===== config.mk =====
export PLATFORM = sky130hd
export DESIGN_NAME = i2cmb_wb_sequencer
export DESIGN_NICKNAME = d
export VERILOG_FILES = /design/src/rtl/i2cmb_wb_sequencer.sv
export SDC_FILE = /design/constraint.sdc
export NUM_CORES = 1
export LEC_CHECK = 0
export BUFFER_PORTS_ARGS = -buffer_cell sky130_fd_sc_hd__buf_2
export CAP_MARGIN = 20
export CELL_PAD_IN_SITES_DETAIL_PLACEMENT = 0
export CELL_PAD_IN_SITES_GLOBAL_PLACEMENT = 2
export CORE_MARGIN = 10
export CORE_UTILIZATION = 33
export DETAILED_ROUTE_END_ITERATION = 12
export GPL_ROUTABILITY_DRIVEN = 1
export PLACE_DENSITY = 0.88
export SYNTH_ARGS = -nofsm -noshare
export SYNTH_HDL_FRONTEND = slang
export SYNTH_SLANG_ARGS = --single-unit
export TNS_END_PERCENT = 10

===== constraint.sdc =====
create_clock -name clk_i -period 2.6 [get_ports clk_i]
set_clock_uncertainty 0.05 [all_clocks]
set_input_delay 0.26 -clock clk_i [delete_from_list [all_inputs] [get_ports clk_i]]
set_output_delay 0.26 -clock clk_i [all_outputs]
set_load 0.01 [all_outputs]

===== src/rtl/i2cmb_wb_sequencer.sv =====
// rtl/i2cmb_wb_sequencer.sv - Wishbone master sequencing IICMB register accesses for I2C transactions
// Every register access is a registered Wishbone cycle; WAIT polls irq then reads CMDR for status.
module i2cmb_wb_sequencer #(
    parameter int WB_ADDR_WIDTH  = 2,
    parameter int WB_DATA_WIDTH  = 8,
    parameter int NUM_I2C_BUSSES = 1,
    parameter int MAX_LEN        = 16,
    parameter int TIMEOUT_CYCLES = 65535,
    localparam int BUS_W = (NUM_I2C_BUSSES > 1) ? $clog2(NUM_I2C_BUSSES) : 1,
    localparam int LEN_W = $clog2(MAX_LEN + 1)
) (
    input  logic                     clk_i,
    input  logic                     rst_i,
    input  logic                     req_valid_i,
    output logic                     req_ready_o,
    input  logic [BUS_W-1:0]         req_bus_i,
    input  logic [6:0]               req_addr_i,
    input  logic                     req_rw_i,
    input  logic [LEN_W-1:0]         req_len_i,
    input  logic                     wdata_valid_i,
    input  logic [7:0]               wdata_i,
    output logic                     wdata_ready_o,
    output logic                     rdata_valid_o,
    output logic [7:0]               rdata_o,
    output logic                     done_o,
    output logic [2:0]               status_o,
    output logic                     busy_o,
    output logic                     cyc_o,
    output logic                     stb_o,
    output logic                     we_o,
    output logic [WB_ADDR_WIDTH-1:0] adr_o,
    output logic [WB_DATA_WIDTH-1:0] dat_o,
    input  logic [WB_DATA_WIDTH-1:0] dat_i,
    input  logic                     ack_i,
    input  logic                     irq_i
);
    localparam int TO_W = $clog2(TIMEOUT_CYCLES + 1);
    localparam logic [WB_ADDR_WIDTH-1:0] A_CSR = WB_ADDR_WIDTH'(0);
    localparam logic [WB_ADDR_WIDTH-1:0] A_DPR = WB_ADDR_WIDTH'(1);
    localparam logic [WB_ADDR_WIDTH-1:0] A_CMD = WB_ADDR_WIDTH'(2);
    localparam logic [2:0] ST_OK = 3'd0, ST_NAK = 3'd1, ST_AL = 3'd2, ST_ERR = 3'd3,
                           ST_TO = 3'd4, ST_BAD = 3'd5;

    typedef enum logic [4:0] {
        S_INIT, S_IDLE, S_BADBUS, S_SB_DPR, S_SB_CMD, S_START, S_AD_DPR, S_AD_CMD,
        S_WR_WAIT, S_WR_DPR, S_WR_CMD, S_RD_CMD, S_RD_DPR, S_STOP, S_WAIT, S_STAT,
        S_TO_OFF, S_TO_ON
    } state_t;

    state_t state, state_n, ret_state, ret_n;
    logic [BUS_W-1:0] bus, last_bus;
    logic             last_valid;
    logic [6:0]       addr;
    logic             rw;
    logic [LEN_W-1:0] cnt;
    logic [7:0]       wbyte;
    logic [2:0]       pend, pend_n, stat_n;
    logic [TO_W-1:0]  tcount;

    logic                     acc_go, acc_we, wb_ack;
    logic [WB_ADDR_WIDTH-1:0] acc_adr;
    logic [WB_DATA_WIDTH-1:0] acc_dat;
    logic done_n, accept, set_last, inval, rd_pulse, wtake;

    assign wb_ack        = cyc_o && ack_i;
    assign wdata_ready_o = (state == S_WR_WAIT);

    always_comb begin
        state_n  = state;
        ret_n    = ret_state;
        pend_n   = pend;
        stat_n   = status_o;
        acc_go   = 1'b0;
        acc_we   = 1'b1;
        acc_adr  = A_CMD;
        acc_dat  = '0;
        done_n   = 1'b0;
        accept   = 1'b0;
        set_last = 1'b0;
        inval    = 1'b0;
        rd_pulse = 1'b0;
        wtake    = 1'b0;
        case (state)
            S_INIT: begin
                acc_go = !cyc_o; acc_adr = A_CSR; acc_dat = 8'hC0;
                if (wb_ack) state_n = S_IDLE;
            end
            S_IDLE: if (req_valid_i && req_ready_o) begin
                accept = 1'b1;
                if (32'(req_bus_i) >= NUM_I2C_BUSSES)            state_n = S_BADBUS;
                else if (!last_valid || last_bus != req_bus_i)    state_n = S_SB_DPR;
                else                                              state_n = S_START;
            end
            S_BADBUS: begin
                done_n = 1'b1; stat_n = ST_BAD; state_n = S_IDLE;
            end
            S_SB_DPR: begin
                acc_go = !cyc_o; acc_adr = A_DPR; acc_dat = 8'(bus);
                if (wb_ack) state_n = S_SB_CMD;
            end
            S_SB_CMD: begin
                acc_go = !cyc_o; acc_dat = 8'h06;
                if (wb_ack) begin state_n = S_WAIT; ret_n = S_START; end
            end
            S_START: begin
                acc_go = !cyc_o; acc_dat = 8'h04;
                if (wb_ack) begin state_n = S_WAIT; ret_n = S_AD_DPR; end
            end
            S_AD_DPR: begin
                acc_go = !cyc_o; acc_adr = A_DPR; acc_dat = {addr, rw};
                if (wb_ack) state_n = S_AD_CMD;
            end
            S_AD_CMD: begin
                acc_go = !cyc_o; acc_dat = 8'h01;
                if (wb_ack) begin
                    state_n = S_WAIT;
                    ret_n   = (cnt == '0) ? S_STOP : (rw ? S_RD_CMD : S_WR_WAIT);
                end
            end
            S_WR_WAIT: if (wdata_valid_i) begin
                wtake = 1'b1; state_n = S_WR_DPR;
            end
            S_WR_DPR: begin
                acc_go = !cyc_o; acc_adr = A_DPR; acc_dat = wbyte;
                if (wb_ack) state_n = S_WR_CMD;
            end
            S_WR_CMD: begin
                acc_go = !cyc_o; acc_dat = 8'h01;
                if (wb_ack) begin state_n = S_WAIT; ret_n = (cnt == '0) ? S_STOP : S_WR_WAIT; end
            end
            S_RD_CMD: begin
                acc_go = !cyc_o; acc_dat = (cnt == LEN_W'(1)) ? 8'h03 : 8'h02;
                if (wb_ack) begin state_n = S_WAIT; ret_n = S_RD_DPR; end
            end
            S_RD_DPR: begin
                acc_go = !cyc_o; acc_we = 1'b0; acc_adr = A_DPR;
                if (wb_ack) begin
                    rd_pulse = 1'b1;
                    state_n  = (cnt == LEN_W'(1)) ? S_STOP : S_RD_CMD;
                end
            end
            S_STOP: begin
                acc_go = !cyc_o; acc_dat = 8'h05;
                if (wb_ack) begin state_n = S_WAIT; ret_n = S_IDLE; end
            end
            S_WAIT: begin
                if (irq_i)                                        state_n = S_STAT;
                else if (tcount == TO_W'(TIMEOUT_CYCLES - 1))     state_n = S_TO_OFF;
            end
            S_STAT: begin
                acc_go = !cyc_o; acc_we = 1'b0;
                if (wb_ack) begin
                    // ret_state == S_IDLE marks the STOP wait; completing it ends the transaction
                    if (dat_i[5]) begin
                        done_n = 1'b1; stat_n = ST_AL; inval = 1'b1; state_n = S_IDLE;
                    end else if (dat_i[4]) begin
                        done_n = 1'b1; stat_n = ST_ERR; inval = 1'b1; state_n = S_IDLE;
                    end else if (dat_i[6]) begin
                        if (ret_state == S_IDLE) begin
                            done_n = 1'b1; stat_n = ST_NAK; state_n = S_IDLE;
                        end else begin
                            pend_n = ST_NAK; state_n = S_STOP;
                        end
                    end else if (dat_i[7]) begin
                        if (ret_state == S_IDLE) begin
                            done_n = 1'b1; stat_n = pend; state_n = S_IDLE;
                        end else begin
                            set_last = (ret_state == S_START);
                            state_n  = ret_state;
                        end
                    end else begin
                        state_n = S_WAIT;
                    end
                end
            end
            S_TO_OFF: begin
                acc_go = !cyc_o; acc_adr = A_CSR; acc_dat = 8'h00;
                if (wb_ack) state_n = S_TO_ON;
            end
            S_TO_ON: begin
                acc_go = !cyc_o; acc_adr = A_CSR; acc_dat = 8'hC0;
                if (wb_ack) begin
                    done_n = 1'b1; stat_n = ST_TO; inval = 1'b1; state_n = S_IDLE;
                end
            end
            default: state_n = S_INIT;
        endcase
    end

    always_ff @(posedge clk_i) begin
        if (rst_i) begin
            state <= S_INIT;  ret_state <= S_INIT;
            cyc_o <= 1'b0;    stb_o <= 1'b0;  we_o <= 1'b0;
            adr_o <= '0;      dat_o <= '0;
            bus <= '0;  addr <= '0;  rw <= 1'b0;  cnt <= '0;  wbyte <= '0;
            pend <= ST_OK;    tcount <= '0;
            last_bus <= '0;   last_valid <= 1'b0;
            rdata_o <= '0;    rdata_valid_o <= 1'b0;
            done_o <= 1'b0;   status_o <= ST_OK;
            busy_o <= 1'b0;   req_ready_o <= 1'b0;
        end else begin
            state     <= state_n;
            ret_state <= ret_n;
            pend      <= accept ? ST_OK : pend_n;
            if (acc_go) begin
                cyc_o <= 1'b1; stb_o <= 1'b1; we_o <= acc_we;
                adr_o <= acc_adr; dat_o <= acc_dat;
            end else if (wb_ack) begin
                cyc_o <= 1'b0; stb_o <= 1'b0; we_o <= 1'b0;
            end
            rdata_valid_o <= rd_pulse;
            if (rd_pulse) rdata_o <= dat_i;
            if (accept) begin
                bus  <= req_bus_i;
                addr <= req_addr_i;
                rw   <= req_rw_i;
                cnt  <= (req_len_i > LEN_W'(MAX_LEN)) ? LEN_W'(MAX_LEN) : req_len_i;
            end else if ((wtake || rd_pulse) && cnt != '0) begin
                cnt <= cnt - LEN_W'(1);
            end
            if (wtake) wbyte <= wdata_i;
            tcount <= (state == S_WAIT) ? tcount + TO_W'(1) : '0;
            if (inval) last_valid <= 1'b0;
            else if (set_last) begin
                last_bus   <= bus;
                last_valid <= 1'b1;
            end
            done_o      <= done_n;
            status_o    <= stat_n;
            busy_o      <= (state_n != S_INIT) && (state_n != S_IDLE);
            req_ready_o <= (state_n == S_IDLE);
        end
    end
endmodule


==> summary.txt, run 1 <==
worst-skew pair later-pin latency = 0.34 ns
Pwr Density = 663 mW/mm2
Setup TNS = 0 ns
top achievable clock speed = 420 MHz
final slew viol count = 0
fillers = 1268
VDD IR max = 274 uV
crit-path cells = buf_4 -> and3b_1 -> o21ai_1 -> o2111ai_2 -> and2_0 -> o2bb2ai_1
number of routed nets with antenna violations = 0
sequential share of the synthesized area = 38.4%
Post-CTS Setup Inserts = 0
Synth Cell Area = 0.00402 mm2
Layout Cells excl Fill = 699
Post-Place Cells = 683
status = finished clean
post-DR vias/cell = 5.40
r2r setup slk = 0.22 ns
Startpoint Class = flop
worst-margin pin slew = 0.698 ns
CTS root buffer = clkbuf_16
commonest non-fill, non-tap cell in the layout = dfxtp_1
Clock Sinks = 77
core area = 0.0120 mm2
Ys Warns = 0
die height = 130 um
crit path to = dat_o[6]
Ports = 65
layout cell share with drive strength beyond 1 = 19.6%
initial antenna violation count = 0
routability cong. = 0.905
Synth Register Bits = 77
GRT Overall Usage = 14.4%
Tightest Hold Check Type = in -> reg
initial core utilization = 33.6%
FFs w/ async S/R, synth = 0%
Synth area leaders = dfxtp_1 38%, nand2_1 5.3%, a21oi_1 5.2%, nor2_1 5.0%, mux2i_1 3.2%
Hold Buf Count CTS = 0
DRT iter0 DRCs = 250
diode count = 0
vias in the first global route = 3703
first-pass GRT wire length = 19.4 mm
CTS max path bufs = 2
Worst Setup SP = state[0]
Clk pin slew, worst setup/hold paths = 0.06 ns
largest net degree at the start of global routing = 27
RSZ-0062 raised after global routing = false
Crit Path Class = reg -> reg
Yosys top cell by area = dfxtp_1
TritonRoute pass-1 iters = 4
worst-path maximum fanout = 16
CP max stage delay = 0.70 ns
Synth cell types = 68
CTS tree = yes
commonest non-fill, non-tap cells in the layout = 77 x dfxtp_1, 64 x buf_2, 57 x nand2_1, 54 x nor2_1, 42 x a21oi_1
die area = 0.0170 mm2
Arrival @ worst endpoint = 2.53 ns
total wire length = 11.9 mm
Critical Path End Type = flop
total gr overflow = 0
share of the synthesized area in the top cell type = 38.4%
post-cts sizing count = 0
H-tree depth = 3
Final period util = 91.7%
synthesized instance count = 490
Synth Flop Type = dfxtp_1
number of synthesized flops with an enable pin = 0
routed via count = 3777
Critical Path RT = 2.75 ns
DR WL/cell = 17.1 um
Leak = 1.78 nW
Port Buffers = 64
nets = 588
dpl hpwl = 9.00 mm
DRC errors left = 0
Hold Fails Final Rpt = 0
Die Wd = 130 um
Avg Inst Size Synth = 8.20 um2
TritonCTS Buffers = 9
worst reg2reg startpoint = state[0]
Net Count, Synth = 531
Critical R2R Capture = dat_o[6]
Cell Rows = 40
maxcap violations = 0
Area growth syn-to-layout = 18.5%
R2R depth = 6
Final setup viols = 0
minimum clock period = 2.38 ns
Slew HR = 52.8%
Critical-path top delay cell = dfxtp_1
-- cell usage after synthesis, drive strengths merged, types with 3 or more instances --
master and count:
nand3b 5, o21ai 13, inv 15, nor4 5
a211oi 8, nor3b 3, and3 8, a21oi 43
o2bb2ai 7, a31oi 3, nand2 57, xor2 10
nor2b 6, o211ai 4, and2 5, a211o 5
a21boi 3, nor4b 5, clkbuf 15, or3 4
ha 5, dfxtp 77, nand4b 3, nand4 5
nor2 54, nand2b 6, mux2i 13, nor3 17
nand3 16, buf 19, a22oi 6, o2111ai 6
xnor2 10
-- through the flow --
| step | setup slack, ns | util, % | cell area [um2] | power (mW) | hold WS [ns] |
|---|---|---|---|---|---|
| 2_1_floorplan | 0.680 | - | 4020 | 1.78 | 0.335 |
| 3_3_place_gp | 0.373 | 37.5 | 4490 | 2.00 | 0.389 |
| 3_5_place_dp | 0.280 | 37.5 | 4490 | 2.02 | 0.395 |
| 4_1_cts | 0.256 | 39.8 | 4760 | 3.18 | 0.0815 |
| 5_1_grt | 0.104 | 39.8 | 4760 | 3.31 | 0.0838 |
| 6_report | 0.217 | 39.8 | 4760 | 3.16 | 0.0882 |
-- worst max-delay path, delay by kind of cell (launching register included) --
| kind | cells | cell delay [ns] |
|---|---|---|
| compound gates | 3 | 0.62 |
| simple gates | 2 | 0.59 |
| flops | 1 | 0.70 |
| buf+inv | 1 | 0.29 |
-- flip-flops by register name, summed over array words and instances, names as in the netlist, 2 cells and up --
register and cells:
status_o 3, rdata_o 8, tcount 16, cnt 5, adr_o 2, addr 7
state 5, wbyte 8, ret_state 4, dat_o 8
-- how the worst min path moves through the flow --
stage | from | end | slack (ns) | cells past startpoint
2_1_floorplan | req_len_i[3] | cnt[3] | 0.34 | 1
3_3_place_gp | rdata_o[4] | rdata_o[4] | 0.39 | 2
3_5_place_dp | rdata_o[2] | rdata_o[2] | 0.39 | 2
4_1_cts | req_len_i[3] | cnt[3] | 0.08 | 2
5_1_grt | req_len_i[3] | cnt[3] | 0.08 | 2
6_report | req_len_i[3] | cnt[3] | 0.09 | 2
-- power breakdown --
part / switching [mW] / internal [mW]
clock network: 0.489 / 0.668
logic: 0.387 / 0.271
registers: 0.0947 / 1.25
total: 0.970 / 2.19
-- layout make-up --
class                      instances  area [um2]  area share (%)
clock inverter                     6        36.3           0.762
sequential                        77        1540            32.4
tap                              147         184            3.86
multi-input combinational        364        2250            47.3
timing repair buffer              80         453            9.51
clock buffer                      10         239            5.02
inverter                          15        56.3            1.18
-- metal layers --
| metal | share of wire (%) | up-vias | GRT usage (%) |
|---|---|---|---|
| li1 | - | 1871 | - |
| met1 | 47 | 1784 | 18.7 |
| met2 | 44 | 107 | 21.9 |
| met3 | 6.8 | 15 | 4.10 |
| met4 | 1.9 | 0 | 5.69 |
| met5 | 0 | - | 0 |
-- logic make-up after synthesis --
| logic type | share of synthesized area (%) |
|---|---|
| buf+inv | 5.57 |
| mux | 3.24 |
| compound gates | 20.5 |
| xor+xnor | 4.36 |
| simple gates | 26.4 |
| flops | 38.4 |
| fa+ha+maj | 1.56 |
Note: power is estimated with default switching activity, not from simulation.
==> run 2, diff against run 1 <==
- CORE_MARGIN: 10 -> 2
==> run 2 against run 1 <==
  * Die area is 23% lower
  * Count of clock-buffer cells in the layout is 3 higher
  * Register-to-register slack better by 0.18 ns
  * Critical path depth stayed put
  * Global-route usage is 3.6 points higher
  * Clock power is 31% higher
  * Core utilization is 0.59 points higher
  * Via count is 0.11% lower
  * Power is 11% higher
  * Design area is 1.5% higher
  * Final cell count is 0.29% lower
  * Critical endpoint is now dat_o[2]
  * Largest power group is now clock
==> summary.txt, run 2 (synthesis results as in run 1) <==
worst-path maximum fanout = 19 (+3)
DR WL/cell = 16.1 um (-6.0%)
met2 GRT Util = 26.9% (+5.1 points)
initial core utilization = 33.6% (unchanged)
GRT Overall Usage = 17.9% (+3.6 points)
Placed Area = 0.00447 mm2 (-0.33%)
total power = 3.50 mW (+11%)
met3 Use GR = 3.55% (-0.55 points)
commonest non-fill, non-tap cells in the layout = 77 x dfxtp_1, 64 x buf_2, 57 x nand2_1, 54 x nor2_1, 42 x a21oi_1
Slew HR = 57.6% (+4.8 points)
DRT iter0 DRCs = 379 (+52%)
die height = 114 um (-12%)
max FFs per register = 16 (unchanged)
hold slack = 0.0821 ns (-0.00612 ns)
commonest non-fill, non-tap cell in the layout = dfxtp_1
post-DR vias/cell = 5.41 (+0.18%)
Startpoint Class = flop
layout cell share with drive strength beyond 1 = 19.1% (-0.47 points)
area of the multi-input gates = 0.00225 mm2 (unchanged)
Hold Path Origin = req_len_i[3]
TritonRoute pass-1 iters = 4 (unchanged)
crit path to = dat_o[2]
Post-CTS Setup Inserts = 0 (unchanged)
Port Buffers = 64 (unchanged)
TritonCTS Buffers = 9 (unchanged)
total gr overflow = 0 (unchanged)
CTS tree = yes
largest net degree at the start of global routing = 29 (+7.4%)
Final Core Density = 40.4% (+0.59 points)
r2r setup slk = 0.39 ns (+0.18 ns)
Final period util = 84.9% (-6.8 points)
die area = 0.0131 mm2 (-23%)
Layout Cells excl Fill = 697 (-0.29%)
number of routed nets with antenna violations = 0 (unchanged)
Hold Buf Count CTS = 0 (unchanged)
Clock Sinks = 77 (unchanged)
post-cts sizing count = 0 (unchanged)
Critical Path End Type = flop
RSZ-0062 raised after global routing = false
DRC errors left = 0 (unchanged)
Leak = 1.81 nW (+1.6%)
initial antenna violation count = 0 (unchanged)
routability cong. = 0.934 (+3.2%)
dpl ws = 0.409 ns (+0.130 ns)
H-tree depth = 3 (unchanged)
worst-margin pin slew = 0.635 ns (-0.0629 ns)
Sequential cell area = 0.00154 mm2 (unchanged)
VDD IR max = 373 uV (+36%)
Critical R2R Capture = dat_o[2]
Cell Rows = 40 (unchanged)
vias in the first global route = 3497 (-5.6%)
status = finished clean
grt met1 use = 25.2% (+6.5 points)
Pwr Density = 724 mW/mm2 (+9.2%)
Area growth syn-to-layout = 20.3%
fillers = 1209 (-4.7%)
diode count = 0 (unchanged)
top achievable clock speed = 453 MHz (+8.0%)
Clk pin slew, worst setup/hold paths = 0.06 ns (about the same)
worst-skew pair later-pin latency = 0.35 ns (about the same)
Hold Fails Final Rpt = 0 (unchanged)
Ports = 65 (unchanged)
Arrival @ worst endpoint = 2.37 ns (-0.16 ns)
Crit Path Class = reg -> reg
core area = 0.0120 mm2 (unchanged)
final slew viol count = 0 (unchanged)
final worst slack = 0.392 ns (+0.176 ns)
total wire length = 11.2 mm (-6.2%)
Tightest Hold Check Type = in -> reg
minimum clock period = 2.21 ns (-0.176 ns)
first-pass GRT wire length = 18.3 mm (-6.0%)
worst reg2reg startpoint = state[0]
maxcap violations = 0 (unchanged)
CTS root buffer = clkbuf_16
register with the most flip-flops = tcount
Final setup viols = 0 (unchanged)
Worst Setup SP = state[0]
Setup TNS = 0 ns (unchanged)
Die Wd = 114 um (-12%)
busiest grt layer = met2
post-route cell area = 0.00483 mm2 (+1.5%)
Post-Place Cells = 681 (-0.29%)
R2R depth = 6 (unchanged)
routed via count = 3773 (-0.11%)
Critical Path RT = 2.76 ns (about the same)
dpl hpwl = 8.24 mm (-8.5%)
CTS max path bufs = 2 (unchanged)
nets = 586 (-0.34%)
run 2: cell count changes in the layout (fill, tap and decap cells not counted):
cell and delta:
inv_6 -1, clkinv_2 -4, buf_4 -2, clkbuf_1 +1, clkinvlp_4 -1, bufinv_16 +3, clkbuf_8 +2
run 2: routing by layer:
metal / share of wire, % / up-vias
met5: 0 / -
met3: 5.2 / 14
met1: 48 / 1793
met2: 44 / 104
li1: - / 1862
met4: 2.0 / 0
run 2: layout make-up:
type / instances / share of cell area [%]
clock buffers: 13 / 5.59
clock inverters: 3 / 1.86
inverters: 15 / 1.17
flip-flops and latches: 77 / 31.9
multi-input cells: 364 / 46.6
well taps: 147 / 3.81
repair buffers: 78 / 9.06
run 2: critical path, stage by stage, from the launching register on:
cell	delay, ns
dfxtp_1	0.54
buf_4	0.30
and3b_1	0.20
o21ai_1	0.14
o2111ai_2	0.29
and2_0	0.38
o2bb2ai_1	0.18
run 2: how the worst min path moves through the flow:
stage | end | slack [ns] | cells after the start
after floorplan | cnt[3] | 0.34 | 1
after global placement | rdata_o[2] | 0.39 | 2
after detailed placement | rdata_o[4] | 0.40 | 2
after CTS | cnt[3] | 0.07 | 2
after global routing | cnt[3] | 0.09 | 2
final | cnt[3] | 0.08 | 2
run 2: report_power, final:
group / internal (mW) / switching (mW) / total (mW)
clock network: 1.02 / 0.504 / 1.52
registers: 1.25 / 0.0831 / 1.33
logic: 0.260 / 0.384 / 0.645
total: 2.53 / 0.971 / 3.50
==> run 3, diff against run 2 <==
- ABC_AREA: not set -> 1
- CORE_UTILIZATION: 33 -> 28
- PLACE_DENSITY: 0.88 -> 0.84
- clock period: 2.6 -> 1.8 ns (I/O delays scaled with it)
==> run 3 against run 2 <==
  * Power up 32%
  * Sequential power up 37%
  * Flip-flop and latch count unchanged
  * Register-to-register slack worse by 0.29 ns
  * Via count up 5.1%
  * Clock power up 39%
  * Global-route usage down 1.9 points
  * Non-clock buffer count up 25
  * Largest power group unchanged
  * Sequential share of layout area down 2.3 points
  * Combinational power up 4.5%
==> summary.txt, run 3 <==
Crit Path Class = reg -> reg
minimum clock period = 1.70 ns (-0.512 ns)
core area = 0.0139 mm2 (+16%)
number of routed nets with antenna violations = 0 (unchanged)
worst-path maximum fanout = 10 (-9)
Hold Fails Final Rpt = 0 (unchanged)
DR WL/cell = 13.6 um (-15%)
Yosys top cell by area = dfxtp_1
Area growth syn-to-layout = 31.6%
Final period util = 94.2% (+9.3 points)
total gr overflow = 0 (unchanged)
sequential share of the synthesized area = 38.4% (+0.048 points)
initial antenna violation count = 0 (unchanged)
synthesized instance count = 578 (+18%)
Cell Int Power = 3.41 mW (+35%)
total wire length = 11.7 mm (+4.9%)
Die Wd = 124 um (+8.2%)
Ys Warns = 0 (unchanged)
number of synthesized flops with an enable pin = 0 (unchanged)
final worst slack = 0.105 ns (-0.288 ns)
Layout Cells excl Fill = 863 (+24%)
combinational power share = 14.6% (-3.8 points)
Synth top cells by count = 104 x nand2_1, 95 x nor2_1, 77 x dfxtp_1, 58 x inv_1, 58 x o21ai_0
initial core utilization = 28.8% (-4.8 points)
sw frac = 26.0% (-1.7 points)
share of the synthesized area in the top cell type = 38.4% (+0.048 points)
CTS tree = yes
max FFs per register = 16 (unchanged)
VDD IR max = 367 uV (-1.5%)
Cell Rows = 43 (+7.5%)
GRT Overall Usage = 16.0% (-1.9 points)
Flop pwr share = 39.4% (+1.3 points)
H-tree depth = 3 (unchanged)
maxcap violations = 0 (unchanged)
TritonRoute pass-1 iters = 4 (unchanged)
Clock Power Share = 46.0% (+2.5 points)
Post-Place Cells = 844 (+24%)
Net Count, Synth = 619 (+17%)
largest net degree at the start of global routing = 30 (+3.4%)
vias in the first global route = 3725 (+6.5%)
Avg Inst Size Synth = 6.94 um2 (-15%)
Synth area leaders = dfxtp_1 38%, nand2_1 9.7%, nor2_1 8.9%, o21ai_0 7.2%, a21oi_1 5.9%
post-DR vias/cell = 4.59 (-15%)
Final setup viols = 0 (unchanged)
Port Buffers = 64 (unchanged)
CTS max path bufs = 2 (unchanged)
first-pass GRT wire length = 18.6 mm (+1.8%)
Slew HR = 72.8% (+15 points)
R2R depth = 11 (+5)
Final Core Density = 37.9% (-2.5 points)
DRT iter0 DRCs = 167 (-56%)
Synth Flop Type = dfxtp_1
Clock Sinks = 77 (unchanged)
layout cell share with drive strength beyond 1 = 28.1% (+9.0 points)
Synth Register Bits = 77 (unchanged)
Arrival @ worst endpoint = 1.93 ns (-0.44 ns)
status = finished clean
die area = 0.0153 mm2 (+17%)
final slew viol count = 0 (unchanged)
Synth Cell Area = 0.00401 mm2 (-0.12%)
diode count = 0 (unchanged)
Leak = 2.32 nW (+28%)
top achievable clock speed = 590 MHz (+30%)
total power = 4.61 mW (+32%)
count leader, synth = nand2_1
Sw Pwr = 1.20 mW (+24%)
commonest non-fill, non-tap cells in the layout = 101 x nand2_1, 89 x nor2_1, 70 x dfxtp_1, 64 x buf_2
Hold Buf Count CTS = 0 (unchanged)
Clk pin slew, worst setup/hold paths = 0.06 ns (about the same)
die height = 124 um (+8.2%)
Ports = 65 (unchanged)
Pwr Density = 873 mW/mm2 (+21%)
routed via count = 3964 (+5.1%)
Synth cell types = 41 (-40%)
CTS root buffer = clkbuf_16
commonest non-fill, non-tap cell in the layout = nand2_1
worst-margin pin slew = 0.408 ns (-0.227 ns)
dpl hpwl = 9.16 mm (+11%)
FFs w/ async S/R, synth = 0% (unchanged)
DRC errors left = 0 (unchanged)
Tightest Hold Check Type = in -> reg
Critical Path RT = 2.03 ns (-0.73 ns)
RSZ-0062 raised after global routing = true
worst-skew pair later-pin latency = 0.34 ns (about the same)
TritonCTS Buffers = 9 (unchanged)
Critical Path End Type = flop
register with the most flip-flops = tcount
nets = 719 (+23%)
Startpoint Class = flop
routability cong. = 1.03 (+9.9%)
WHS Path Cells = 3 (+1)
dpl ws = -0.0610 ns (-0.470 ns)
## run 3: worst paths after layout
check	start	end	slack, ns
worst max register to register	state[4]	adr_o[1]	0.10
worst max-delay path	state[4]	adr_o[1]	0.10
worst min register to register	wbyte[7]	wbyte[7]	0.40
worst min-delay path	req_addr_i[3]	addr[3]	0.01
## run 3: what timing repair did
item	4_1_cts	5_1_grt
setup endpoints to repair	9	48
gates resized for setup	5	35
pin swaps	0	3
setup buffers	0	3
## run 3: layout make-up
type	count	area [um2]
Clock inverter	6	110
Multi-Input combinational cell	419	2230
Tap cell	180	225
Fill cell	1482	8650
Timing Repair Buffer	103	651
Clock buffer	10	239
Inverter	68	264
Sequential cell	77	1560
## run 3: power by group through the flow
stage	combinational [mW]	clock (mW)	sequential, mW
after floorplan	0.398	0	1.87
after global placement	0.666	0	1.85
after detailed placement	0.663	0	1.85
after CTS	0.668	2.17	1.82
after global routing	0.762	2.24	1.83
final	0.674	2.12	1.82
## run 3: logic make-up (layout without fill, tap and decap cells)
group	count (synthesis)	count (layout)	share of synthesized area, %
fa+ha+maj	5	5	1.56
compound gates	124	124	16.6
flops	77	77	38.4
buf+inv	82	187	8.11
xor+xnor	4	4	0.873
simple gates	286	286	34.4
## run 3: per-stage QoR
stage	hold slack, ns	instance area [um2]	setup TNS [ns]
after detailed placement	0.365	4780	-0.172
after CTS	0.00231	5140	-0.00210
after global placement	0.360	4780	-0.353
final	0.0110	5280	0
after floorplan	0.208	4010	0
after global routing	0.0283	5280	-0.0741
## run 3: metal layers
layer / global-route usage, % / up-vias / routed length [um]
li1: - / 2085 / -
met1: 21.0 / 1785 / 5520
met2: 25.0 / 75 / 5410
met3: 3.53 / 19 / 539
met4: 7.39 / 0 / 276
met5: 0 / - / 0
## run 3: worst max-delay path, cell delays in order, from the launching register on
cell and delay [ns]:
dfxtp_4 0.37, inv_4 0.11, nand3_4 0.13, nor2_4 0.24, inv_2 0.08, nand2_1 0.14, nor2_2 0.07, nand3_4 0.13
nand2_4 0.10, nand2_1 0.09, nand2_1 0.04, nor2_1 0.07
